===== src/rtl/ram16_access_ctrl_pkg.sv =====
// Shared widths and controller state encoding for the RAM16 access controller.
package ram16_access_ctrl_pkg;

  localparam int unsigned RAM_ADDR_W = 4;
  localparam int unsigned RAM_DATA_W = 16;

  typedef enum logic [1:0] {
    ST_IDLE   = 2'd0,
    ST_ACCESS = 2'd1,
    ST_RESP   = 2'd2,
    ST_CLEAR  = 2'd3
  } ctrl_state_t;

endpackage


===== src/rtl/ram16_access_ctrl_clear_seq.sv =====
// Address sweep counter for the post-reset clear; counts 0..2**ADDR_W-1 once, then holds done.
module ram16_clear_seq #(
  parameter int unsigned ADDR_W = 4
) (
  input  logic              clk,
  input  logic              rst_n,
  input  logic              step,
  output logic [ADDR_W-1:0] count,
  output logic              done
);

  always_ff @(posedge clk or negedge rst_n) begin
    if (!rst_n) begin
      count <= '0;
      done  <= 1'b0;
    end else if (step && !done) begin
      count <= count + 1'b1;
      if (count == '1) done <= 1'b1;
    end
  end

endmodule


===== src/rtl/ram16_access_ctrl.sv =====
// Valid/ready front end serialising single-word accesses onto a RAM16 port.
// Optional post-reset clear sweep enabled by defining CLEAR_ON_RESET_EN.
module ram16_access_ctrl
  import ram16_access_ctrl_pkg::*;
#(
  parameter int unsigned          ADDR_W  = RAM_ADDR_W,
  parameter int unsigned          DATA_W  = RAM_DATA_W,
  parameter logic [DATA_W-1:0]    CLR_VAL = '0
) (
  input  logic              clk,
  input  logic              rst_n,
  input  logic              req_valid,
  output logic              req_ready,
  input  logic              req_we,
  input  logic [ADDR_W-1:0] req_addr,
  input  logic [DATA_W-1:0] req_wdata,
  output logic              rsp_valid,
  input  logic              rsp_ready,
  output logic [DATA_W-1:0] rsp_rdata,
  output logic              busy,
  output logic [ADDR_W-1:0] ram_addr,
  output logic [DATA_W-1:0] ram_wdata,
  output logic              ram_we,
  input  logic [DATA_W-1:0] ram_rdata
);

  ctrl_state_t       state;
  logic [ADDR_W-1:0] sweep_addr;
  logic              sweep_done;

`ifdef CLEAR_ON_RESET_EN
  localparam bit CLR_MODE = 1'b1;
  logic clr_step;

  assign clr_step = (state == ST_CLEAR) && !sweep_done;

  ram16_clear_seq #(
    .ADDR_W (ADDR_W)
  ) u_clear_seq (
    .clk   (clk),
    .rst_n (rst_n),
    .step  (clr_step),
    .count (sweep_addr),
    .done  (sweep_done)
  );
`else
  localparam bit CLR_MODE = 1'b0;

  // Without the sweep the CLEAR state is unreachable; ties make it fall straight to IDLE.
  assign sweep_addr = '0;
  assign sweep_done = 1'b1;
`endif

  // ram_we sits on the async reset, so an in-flight write is dropped the instant rst_n falls.
  always_ff @(posedge clk or negedge rst_n) begin
    if (!rst_n) begin
      state     <= CLR_MODE ? ST_CLEAR : ST_IDLE;
      req_ready <= !CLR_MODE;
      busy      <= CLR_MODE;
      rsp_valid <= 1'b0;
      rsp_rdata <= '0;
      ram_addr  <= '0;
      ram_wdata <= '0;
      ram_we    <= 1'b0;
    end else begin
      case (state)
        ST_IDLE: begin
          if (req_valid && req_ready) begin
            ram_addr  <= req_addr;
            ram_wdata <= req_wdata;
            ram_we    <= req_we;
            req_ready <= 1'b0;
            busy      <= 1'b1;
            state     <= ST_ACCESS;
          end
        end
        ST_ACCESS: begin
          ram_we <= 1'b0;
          if (ram_we) begin
            req_ready <= 1'b1;
            busy      <= 1'b0;
            state     <= ST_IDLE;
          end else begin
            rsp_rdata <= ram_rdata;
            rsp_valid <= 1'b1;
            state     <= ST_RESP;
          end
        end
        ST_RESP: begin
          if (rsp_ready) begin
            rsp_valid <= 1'b0;
            req_ready <= 1'b1;
            busy      <= 1'b0;
            state     <= ST_IDLE;
          end
        end
        ST_CLEAR: begin
          if (!sweep_done) begin
            ram_addr  <= sweep_addr;
            ram_wdata <= CLR_VAL;
            ram_we    <= 1'b1;
          end else begin
            ram_we    <= 1'b0;
            req_ready <= 1'b1;
            busy      <= 1'b0;
            state     <= ST_IDLE;
          end
        end
        default: begin
          ram_we    <= 1'b0;
          rsp_valid <= 1'b0;
          req_ready <= 1'b1;
          busy      <= 1'b0;
          state     <= ST_IDLE;
        end
      endcase
    end
  end

endmodule


===== config.mk =====
export PLATFORM = sky130hd
export DESIGN_NAME = ram16_access_ctrl
export DESIGN_NICKNAME = d
export VERILOG_FILES = /design/src/rtl/ram16_access_ctrl_pkg.sv /design/src/rtl/ram16_access_ctrl_clear_seq.sv /design/src/rtl/ram16_access_ctrl.sv
export SDC_FILE = /design/constraint.sdc
export NUM_CORES = 1
export LEC_CHECK = 0
export ABC_AREA = 1
export BUFFER_PORTS_ARGS = -buffer_cell sky130_fd_sc_hd__buf_2
export CAP_MARGIN = 20
export CORE_ASPECT_RATIO = 2
export CORE_UTILIZATION = 40
export DETAILED_ROUTE_END_ITERATION = 16
export PLACE_DENSITY = 0.71
export SLEW_MARGIN = 20
export SYNTH_ARGS = -nofsm -noshare
export SYNTH_HDL_FRONTEND = slang
export SYNTH_SLANG_ARGS = --single-unit

===== constraint.sdc =====
create_clock -name clk -period 1.65 [get_ports clk]
set_clock_uncertainty 0.05 [all_clocks]
set_input_delay 0.0825 -clock clk [delete_from_list [all_inputs] [get_ports clk]]
set_output_delay 0.0825 -clock clk [all_outputs]
set_load 0.02 [all_outputs]

==> run summary, run 1 <==
### Timing
• **Hold Vio Cnt, Final** 0
• **fin crit period** 1.29 ns
• **setup violation total in the final timing report** 0
• **Least-Margin Pin Slew** 0.368 ns
• **RSZ-0062 raised after global routing** false
• **final critical-path setup slack** 0.359 ns
• **highest attainable clock frequency** 775 MHz
• **worst slew margin relative to its limit** 0.755
• **summed negative setup slack over all endpoints** 0 ns
• **final count of pins violating max slew** 0
• **share of the cycle needed by the critical path after routing** 0.782

### Placed design
• **hpwl dp** 2.45 mm
• **pre-CTS setup slack** 0.377 ns
• **number of placed cells counting well taps** 306
• **placed standard-cell area** 0.00209 sq mm
• **number of port buffers** 80
• **placer congestion estimate** 0.767

### Cells and area
• **total area of sequential cells** 0.00105 sq mm
• **post-synthesis to final-layout area growth** 55.3%
• **multi-input logic area** 475 sq um
• **number of fill cells in the layout** 349
• **number of nets in the finished design** 341
• **finished layout cell area** 0.00258 sq mm
• **number of cells in the finished layout apart from fillers** 352
• **final core occ** 0.658
• **count of antenna diodes in the layout** 0
• **share of final-layout standard cells stronger than drive strength 1** 0.309

### Global routing
• **residual overflow from global routing** 0
• **vias in the first global route** 1,573
• **all-layer global routing usage** 0.199
• **antenna violations before repair** 0
• **global-route wire length before repair** 6.41 mm
• **maximum number of pins on one net before global-route repair** 43

### Clock network
• **Max H-tree Level** 2
• **clock tree from TritonCTS** built
• **later-pin clock latency in the skew report** 0.28 ns
• **CTS Buf Count** 5
• **CTS sink count** 42
• **maximum number of buffers from clock root to sink** 2
• **clock input transition at the sequential cells of the worst setup and hold paths** 0.07 ns
• **Clk Tree Root Cell** clkbuf_8

### Setup path
• **required time reported for the critical path endpoint** 1.82 ns
• **reg-to-reg critical path endpoint** busy$_DFFE_PN0P_
• **depth of the most critical reg-to-reg path** 5
• **Crit. End Element** flop
• **Reg2Reg Launch Point** state[1]$_DFFE_PN0P_
• **Worst Path Max Fanout** 36
• **arrival time reported for the critical path endpoint** 1.46 ns
• **r2r setup slk** 0.36 ns
• **path type of the worst setup path** reg -> reg
• **nature of the critical path startpoint** flop

### Synth
• **Seq cells post-synth** 42
• **most frequently used flop master after synthesis** dfrtp_1
• **top cell type by total area after synthesis** dfrtp_1
• **number of cells produced by synthesis** 180
• **syn_area_per_cell** 9.23 sq um
• **total number of yosys warnings** 0
• **proportion of netlist area held by the largest area contributor** 0.617
• **part of the Yosys area used for sequential elements** 0.633
• **most repeated cell in the gate-level netlist after synthesis** nand2_1
• **post-synthesis instance area** 0.00166 sq mm
• **number of synthesized flops with an enable pin** 0
• **share of async-settable or async-resettable flops after synthesis** 1.00
• **most frequent cells after synthesis** 87 x nand2_1, 41 x dfrtp_1, 19 x inv_1, 15 x o21ai_1
• **largest cells by area after synthesis** dfrtp_1 62%, nand2_1 20%, o21ai_1 4.5%, inv_1 4.3%, buf_6 2.0%
• **post-synthesis net count** 221
• **post-synthesis cell type count** 15

### Power
• **internal power component** 2.73 mW
• **switching fraction of total power** 0.417
• **clock share of power** 0.165
• **Switch Pwr** 1.95 mW
• **static leakage** 1.47 nW
• **Max rail drop VDD** 1.46 mV
• **portion of total power attributed to combinational logic** 0.446
• **part of the total power dissipated in sequential elements** 0.389
• **Pwr per Cell Area** 1810 mW/mm^2

### Floorplan
• **initial core utilization** 0.423
• **number of top-level pins** 81
• **Die Footprint** 0.00443 sq mm
• **placement row count** 32
• **Core Region** 0.00392 sq mm
• **horizontal extent of the die** 47.6 um
• **height of the die** 93.2 um

### Hold path
• **endpoint with the worst hold slack** rsp_valid$_DFFE_PN0P_
• **cell depth of the worst min-delay path** 4
• **hold path start** rsp_ready
• **class of the most critical hold timing path** in -> reg

### Detailed routing
• **Remaining DRCs** 0
• **vias after detailed routing** 1,558
• **number of iterations in the first detailed-routing pass** 4
• **Vias/cell** 4.43
• **violation count after the first detailed-routing iteration** 19
• **number of antenna-violating nets in the routed design** 0
• **Final Routed Wirelength** 3.98 mm
• **detail-routed net length per standard cell** 11.3 um

### Outcome
• **result of the run** finished clean

### Job
• **number of max-cap violations** 0

==> cell type report <==
| cell class | count | area share |
|---|---|---|
| multi-input cells | 111 | 0.184 |
| flip-flops and latches | 42 | 0.408 |
| inverters | 20 | 0.0291 |
| clock inverters | 1 | 0.0116 |
| well taps | 51 | 0.0247 |
| clock buffers | 7 | 0.0296 |
| repair buffers | 120 | 0.313 |
==> what timing repair did <==
item | CTS | global route
hold buffers | 37 | 1
setup buffers | 0 | 0
gates resized for setup | 0 | 0
endpoints found under the hold margin | 78 | 1
==> metal layers <==
layer / part of all wire / GRT usage / wire (um) / vias to the layer above
li1: - / - / - / 780
met1: 0.38 / 0.215 / 1530 / 719
met2: 0.55 / 0.347 / 2190 / 49
met3: 0.041 / 0.0444 / 162 / 10
met4: 0.025 / 0.0880 / 99 / 0
met5: 0 / 0 / 0 / -
==> power by group through the flow <==
stage | Combinational [mW] | Clock, mW | Sequential (mW)
floorplan | 0.812 | 0 | 2.40
finish | 2.09 | 0.770 | 1.82
global placement | 1.99 | 0 | 1.82
CTS | 2.09 | 0.794 | 1.82
global route | 2.33 | 0.836 | 1.88
detailed placement | 2.02 | 0 | 1.84
==> critical path, cell delays in order, from the launching register on <==
cell,delay [ns]
dfrtp_1,0.43
inv_1,0.11
nand3_4,0.29
nand3_1,0.23
nand2_1,0.06
nand2_1,0.05
==> placed cells by master, fill, tap and decap left out <==
cell,n
nand2_1,87
buf_2,80
dfrtp_1,41
dlygate4sd3_1,38
inv_1,19
o21ai_1,15
clkbuf_8,5
nand3_1,3
nand3b_1,2
clkbuf_1,2
nor2_4,1
nand3_2,1
inv_2,1
nand3_4,1
o21ai_0,1
bufinv_16,1
buf_4,1
buf_12,1
dfstp_2,1
==> worst max-delay path by stage <==
stage,slack [ns],start,end,cells past startpoint
final,0.36,state[1]$_DFFE_PN0P_,busy$_DFFE_PN0P_,5
after global routing,0.25,state[1]$_DFFE_PN0P_,busy$_DFFE_PN0P_,5
after CTS,0.35,state[1]$_DFFE_PN0P_,busy$_DFFE_PN0P_,5
after detailed placement,0.38,state[1]$_DFFE_PN0P_,busy$_DFFE_PN0P_,5
after global placement,0.40,state[1]$_DFFE_PN0P_,busy$_DFFE_PN0P_,5
after floorplan,0.48,req_ready$_DFFE_PN1P_,ram_addr[0]$_DFFE_PN0P_,4
==> cells by family (layout without fill, tap and decap cells) <==
logic type             count (synthesis)  count (layout)  synth area share
AO/OA/AOI/OAI                         16              16            0.0482
buffers and inverters                 27             148            0.0806
flip-flops                            42              42             0.633
AND/OR/NAND/NOR                       95              95             0.238
==> per-stage QoR <==
step | power, mW | hold slack [ns]
floorplan | 3.21 | -0.263
global placement | 3.81 | 0.0202
detailed placement | 3.86 | 0.0187
CTS | 4.71 | 0.00299
global route | 5.05 | 0.0691
finish | 4.67 | 0.0562
==> state kept, by name (all words and copies together) (netlist names) <==
register	flops
ram_we	1
state	2
ram_addr	4
ram_wdata	16
req_ready	1
busy	1
rsp_rdata	16
rsp_valid	1
No activity file was read; power rests on OpenSTA's default activity.
==> inputs of run 2 (changes only) <==
--- a/config.mk
+++ b/config.mk
@@ -11,7 +11,7 @@
 export CORE_ASPECT_RATIO = 2
 export CORE_UTILIZATION = 40
 export DETAILED_ROUTE_END_ITERATION = 16
-export PLACE_DENSITY = 0.71
+export PLACE_DENSITY = 0.74
 export SLEW_MARGIN = 20
 export SYNTH_ARGS = -nofsm -noshare
 export SYNTH_HDL_FRONTEND = slang
==> constraint.sdc (replaced) <==
create_clock -name clk -period 1.05 [get_ports clk]
set_clock_uncertainty 0.05 [all_clocks]
set_input_delay 0.0525 -clock clk [delete_from_list [all_inputs] [get_ports clk]]
set_output_delay 0.0525 -clock clk [all_outputs]
set_load 0.02 [all_outputs]
==> run 2 against run 1 <==
The run now ends with setup timing left; worst hold slack got worse by 0.039 ns; critical path depth did not move; cell count rose by 3.7%; power rose by 80%; largest power group unchanged.
==> run summary, run 2 (synthesis gave the netlist of run 1 again) <==
### Placed design
• **number of placed cells counting well taps** 315, +2.9%
• **number of port buffers** 80, unchanged
• **placed standard-cell area** 0.00219 sq mm, +4.4%
• **placer congestion estimate** 0.774, +0.85%
• **pre-CTS setup slack** -0.0711 ns, -0.449 ns
• **hpwl dp** 2.60 mm, +6.2%

### Job
• **number of max-cap violations** 0, unchanged

### Timing
• **final critical-path setup slack** -0.175 ns, -0.534 ns
• **RSZ-0062 raised after global routing** true
• **worst slew margin relative to its limit** 0.869, +0.114
• **share of the cycle needed by the critical path after routing** 1.17, +0.384
• **setup violation total in the final timing report** 43, +43
• **fin crit period** 1.22 ns, -0.0660 ns
• **post-route worst hold slack** 0.0174 ns, -0.0389 ns
• **Hold Vio Cnt, Final** 0, unchanged
• **final count of pins violating max slew** 0, unchanged
• **Least-Margin Pin Slew** 0.197 ns, -0.171 ns
• **summed negative setup slack over all endpoints** -5.86 ns, -5.86 ns
• **highest attainable clock frequency** 816 MHz, +5.4%

### Detailed routing
• **violation count after the first detailed-routing iteration** 23, +4
• **number of iterations in the first detailed-routing pass** 4, unchanged
• **vias after detailed routing** 1,667, +7.0%
• **number of antenna-violating nets in the routed design** 0, unchanged
• **detail-routed net length per standard cell** 13.4 um, +19%
• **Vias/cell** 4.57, +3.2%
• **Remaining DRCs** 0, unchanged
• **Final Routed Wirelength** 4.91 mm, +23%

### Setup path
• **path type of the worst setup path** reg -> reg
• **arrival time reported for the critical path endpoint** 1.36 ns, -0.10 ns
• **nature of the critical path startpoint** flop
• **Worst Path Max Fanout** 8, -78%
• **Crit. End Element** flop
• **required time reported for the critical path endpoint** 1.18 ns, -0.64 ns

### Cells and area
• **post-synthesis to final-layout area growth** 74.6%
• **count of antenna diodes in the layout** 0, unchanged
• **number of nets in the finished design** 354, +3.8%
• **commonest cells after routing, fill and taps aside** 79 x buf_2, 70 x nand2_1, 40 x dfrtp_1
• **registers with the most flip-flops** ram_wdata: 16 flops, rsp_rdata: 16 flops, ram_addr: 4 flops
• **most common cell after layout, fill and taps aside** buf_2
• **number of cells in the finished layout apart from fillers** 365, +3.7%
• **final core occ** 0.739, +0.0816
• **share of final-layout standard cells stronger than drive strength 1** 0.443, +0.134
• **finished layout cell area** 0.00290 sq mm, +12%

### Hold path
• **class of the most critical hold timing path** in -> reg

### Floorplan
• **Die Footprint** 0.00443 sq mm, unchanged
• **height of the die** 93.2 um, unchanged
• **horizontal extent of the die** 47.6 um, unchanged
• **initial core utilization** 0.423, unchanged
• **placement row count** 32, unchanged
• **number of top-level pins** 81, unchanged
• **Core Region** 0.00392 sq mm, unchanged

### Clock network
• **maximum number of buffers from clock root to sink** 2, unchanged
• **later-pin clock latency in the skew report** 0.29 ns, about the same
• **Clk Tree Root Cell** clkbuf_8
• **clock tree from TritonCTS** built
• **clock input transition at the sequential cells of the worst setup and hold paths** 0.08 ns, about the same
• **Max H-tree Level** 2, unchanged
• **CTS sink count** 42, unchanged
• **CTS Buf Count** 5, unchanged

### Power
• **switching fraction of total power** 0.438, +0.0213
• **internal power component** 4.74 mW, +74%
• **static leakage** 1.60 nW, +8.4%
• **Pwr per Cell Area** 2910 mW/mm^2, +60%
• **part of the total power dissipated in sequential elements** 0.357, -0.032
• **portion of total power attributed to combinational logic** 0.525, +0.079
• **Max rail drop VDD** 1.87 mV, +28%
• **Switch Pwr** 3.69 mW, +90%
• **clock share of power** 0.118, -0.047
• **final total power** 8.43 mW, +80%

### Global routing
• **all-layer global routing usage** 0.211, +0.0112
• **antenna violations before repair** 0, unchanged
• **residual overflow from global routing** 0, unchanged
• **vias in the first global route** 1,638, +4.1%
• **global-route wire length before repair** 6.62 mm, +3.2%
• **maximum number of pins on one net before global-route repair** 37, -14%

### Outcome
• **result of the run** finished with violations
• **violations in the final reports** setup timing

==> run 2: what timing repair did <==
item                       4_1_cts  5_1_grt
buffers inserted                 1        0
pin swaps                        2        0
hold endpoints to repair        78        0
cloned                           0        3
gates resized for setup         13       36
hold buffers                    38        0
setup endpoints to repair       40       43
==> run 2: cell type report <==
| type | count | area, sq um |
|---|---|---|
| Clock inverter | 1 | 7.51 |
| Clock buffer | 7 | 76.3 |
| Tap cell | 51 | 63.8 |
| Multi-Input combinational cell | 111 | 627 |
| Timing Repair Buffer | 133 | 991 |
| Fill cell | 291 | 1020 |
| Sequential cell | 42 | 1050 |
| Inverter | 20 | 82.6 |
==> run 2: worst paths after layout <==
check / slack (ns) / cells after the start / start / endpoint
worst max-delay path: -0.17 / 5 / state[0]$_DFFE_PN0P_ / rsp_rdata[8]$_DFFE_PN0P_
min in group asynchronous: 0.09 / 2 / rst_n / ram_addr[2]$_DFFE_PN0P_
worst min-delay path: 0.02 / 4 / rsp_ready / rsp_valid$_DFFE_PN0P_
worst min register to register: 0.42 / 2 / ram_wdata[9]$_DFFE_PN0P_ / ram_wdata[9]$_DFFE_PN0P_
worst max register to register: -0.17 / 5 / state[0]$_DFFE_PN0P_ / rsp_rdata[8]$_DFFE_PN0P_
max in group asynchronous: 0.37 / 3 / rst_n / req_ready$_DFFE_PN1P_
==> run 2: power groups by stage <==
stage	Sequential, mW	Combinational (mW)	Clock (mW)
5_1_grt	3.11	4.83	1.09
3_3_place_gp	2.85	3.41	0
4_1_cts	2.84	3.82	1.03
3_5_place_dp	2.87	3.50	0
6_report	3.01	4.43	0.992
2_1_floorplan	3.78	1.35	0
==> run 2: layer usage <==
layer  track usage  up-vias  part of all wire
met3        0.0502       15             0.040
met1         0.197      790              0.37
met4         0.104        0             0.029
met5             0        -                 0
met2         0.386       56              0.57
li1              -      806                 -
==> run 2: critical path: stages (launching register included) <==
cell and delay (ns):
dfrtp_1 0.42, buf_6 0.14, nand3_4 0.17, clkbuf_16 0.23
nand2_4 0.05, o21ai_2 0.06
==> inputs of run 3 (changes only) <==
--- a/config.mk
+++ b/config.mk
@@ -9,9 +9,9 @@
 export BUFFER_PORTS_ARGS = -buffer_cell sky130_fd_sc_hd__buf_2
 export CAP_MARGIN = 20
 export CORE_ASPECT_RATIO = 2
-export CORE_UTILIZATION = 40
+export CORE_UTILIZATION = 32
 export DETAILED_ROUTE_END_ITERATION = 16
-export PLACE_DENSITY = 0.74
+export PLACE_DENSITY = 0.61
 export SLEW_MARGIN = 20
 export SYNTH_ARGS = -nofsm -noshare
 export SYNTH_HDL_FRONTEND = slang
==> run 3 against run 2 <==
The run still ends with setup timing left; count of clock-buffer cells in the layout shrank 2; die area grew 24%; fmax grew 3.2%; sequential cell count is the same; worst hold slack lost 0.0079 ns; critical path depth shrank 3; combinational power shrank 5.4%; sequential share of layout area is essentially flat; final area grew 0.13%.
==> run summary, run 3 (synthesis gave the netlist of run 1 again) <==
### Setup path
• **depth of the most critical reg-to-reg path** 4, -1
• **gate family responsible for the most delay along the worst path** flip-flops
• **path type of the worst setup path** reg -> out
• **Worst Path Max Fanout** 3, -5
• **crit path max-delay cell type** dfstp_2
• **arrival time reported for the critical path endpoint** 1.08 ns, -0.28 ns
• **delay of the slowest critical-path stage** 0.58 ns, +0.16 ns
• **nature of the critical path startpoint** flop
• **path length in cells of the critical path** 2, -3
• **required time reported for the critical path endpoint** 0.95 ns, -0.23 ns
• **crit path cell chain** buf_6 > buf_6
• **buffers and inverters on the worst path** 2, unchanged
• **Crit. End Element** output port
• **dominant cell type by count on the critical path** buf_6

### Cells and area
• **multi-input logic area** 581 sq um, -7.4%
• **final core occ** 0.592, -0.148
• **post-synthesis to final-layout area growth** 74.8%
• **commonest cells after routing, fill and taps aside** 78 x buf_2, 65 x nand2_1, 39 x dfrtp_1
• **finished layout cell area** 0.00291 sq mm, +0.13%
• **number of nets in the finished design** 358, +1.1%
• **total area of sequential cells** 0.00105 sq mm, +0.12%
• **share of final-layout standard cells stronger than drive strength 1** 0.469, +0.0259
• **count of antenna diodes in the layout** 0, unchanged
• **most common cell after layout, fill and taps aside** buf_2
• **registers with the most flip-flops** ram_wdata: 16 flops, rsp_rdata: 16 flops, ram_addr: 4 flops
• **number of fill cells in the layout** 436, +50%

### Timing
• **final critical-path setup slack** -0.137 ns, +0.0384 ns
• **Least-Margin Pin Slew** 0.224 ns, +0.0275 ns
• **fin crit period** 1.19 ns, -0.0384 ns
• **Hold Vio Cnt, Final** 0, unchanged
• **highest attainable clock frequency** 843 MHz, +3.2%
• **worst slew margin relative to its limit** 0.851, -0.0183
• **setup violation total in the final timing report** 42, -2.3%
• **share of the cycle needed by the critical path after routing** 1.13, -0.0366
• **RSZ-0062 raised after global routing** true
• **final count of pins violating max slew** 0, unchanged

### Detailed routing
• **detail-routed net length per standard cell** 11.2 um, -17%
• **number of iterations in the first detailed-routing pass** 3, -1
• **violation count after the first detailed-routing iteration** 13, -43%
• **vias after detailed routing** 1,620, -2.8%
• **Vias/cell** 4.32, -5.4%
• **Remaining DRCs** 0, unchanged
• **number of antenna-violating nets in the routed design** 0, unchanged
• **Final Routed Wirelength** 4.20 mm, -14%

### Clock network
• **Max H-tree Level** 2, unchanged
• **CTS Buf Count** 5, unchanged
• **clock input transition at the sequential cells of the worst setup and hold paths** 0.08 ns, about the same
• **Clk Tree Root Cell** clkbuf_8
• **clock tree from TritonCTS** built
• **later-pin clock latency in the skew report** 0.29 ns, about the same
• **maximum number of buffers from clock root to sink** 2, unchanged
• **CTS sink count** 42, unchanged

### Global routing
• **all-layer global routing usage** 0.164, -0.0463
• **antenna violations before repair** 0, unchanged
• **residual overflow from global routing** 0, unchanged
• **global-route wire length before repair** 6.79 mm, +2.6%
• **maximum number of pins on one net before global-route repair** 43, +16%
• **vias in the first global route** 1,581, -3.5%

### Outcome
• **violations in the final reports** setup timing
• **result of the run** finished with violations

### Floorplan
• **Die Footprint** 0.00550 sq mm, +24%
• **number of top-level pins** 81, unchanged
• **Core Region** 0.00491 sq mm, +25%
• **height of the die** 104 um, +12%
• **initial core utilization** 0.338, -0.0850
• **placement row count** 36, +13%
• **horizontal extent of the die** 53.0 um, +11%

### Power
• **Max rail drop VDD** 2.01 mV, +7.3%
• **Pwr per Cell Area** 2880 mW/mm^2, -0.99%
• **static leakage** 1.60 nW, +0.44%

### Hold path
• **class of the most critical hold timing path** in -> reg
• **cell depth of the worst min-delay path** 4, unchanged

### Placed design
• **placer congestion estimate** 0.732, -5.4%
• **hpwl dp** 2.59 mm, -0.52%
• **placed standard-cell area** 0.00223 sq mm, +1.9%
• **number of port buffers** 80, unchanged

### Job
• **number of max-cap violations** 0, unchanged

-- run 3: cell types whose count changed in the layout (fill, tap and decap cells not counted), sizes merged --
cell      change
buf           +6
clkbuf        -4
clkinv        +2
bufinv        +1
clkinvlp      -1
-- run 3: stage by stage --
| step | total power, mW | hold slack [ns] | TNS, ns | setup WS (ns) | std cells |
|---|---|---|---|---|---|
| after floorplan | 5.13 | -0.293 | -1.78 | -0.0886 | 180 |
| after global placement | 6.37 | -0.00716 | -2.01 | -0.0799 | 324 |
| after detailed placement | 6.43 | -0.00258 | -2.66 | -0.105 | 324 |
| after CTS | 8.09 | 0.00679 | -3.82 | -0.150 | 373 |
| after global routing | 9.00 | 0.0275 | -6.51 | -0.208 | 375 |
| final | 8.36 | 0.00947 | -3.70 | -0.137 | 375 |
-- run 3: final cells by class --
class / instances / share of cell area
Multi-Input combinational cell: 111 / 0.200
Sequential cell: 42 / 0.363
Clock inverter: 3 / 0.0138
Clock buffer: 5 / 0.0237
Timing Repair Buffer: 137 / 0.347
Tap cell: 57 / 0.0245
Inverter: 20 / 0.0284
-- run 3: per-layer routing --
layer / GRT usage / vias up / wire length (um)
li1: - / 817 / -
met1: 0.160 / 754 / 1500
met2: 0.316 / 45 / 2490
met3: 0.0351 / 4 / 165
met4: 0.0508 / 0 / 42
met5: 0 / - / 0
-- run 3: final timing paths --
path                            slack, ns                        end                     start
worst max-delay path                -0.14                  req_ready     req_ready$_DFFE_PN1P_
worst min-delay path                0.009      rsp_valid$_DFFE_PN0P_                 rsp_ready
worst max register to register      -0.12  ram_wdata[10]$_DFFE_PN0P_     req_ready$_DFFE_PN1P_
worst min register to register       0.42   ram_wdata[9]$_DFFE_PN0P_  ram_wdata[9]$_DFFE_PN0P_
max in group asynchronous            0.45      req_ready$_DFFE_PN1P_                     rst_n
min in group asynchronous            0.24           busy$_DFFE_PN0P_                     rst_n
-- run 3: power by group --
| group | internal (mW) | switching (mW) |
|---|---|---|
| combinational | 1.80 | 2.40 |
| sequential | 2.42 | 0.506 |
| clock | 0.700 | 0.539 |
| total | 4.92 | 3.44 |
-- run 3: what timing repair did --
action	in CTS	in global routing
hold endpoints to repair	79	0
buffers inserted	3	2
endpoints found under the setup margin	41	44
hold buffers	38	0
resized for setup	22	28
pin swaps	2	2
-- run 3: worst register-to-register path, cell delays in order, from the launching register on --
cell and delay (ns):
dfstp_2 0.58, nand3_4 0.15, buf_8 0.18, nand2_1 0.06, nand2_1 0.05
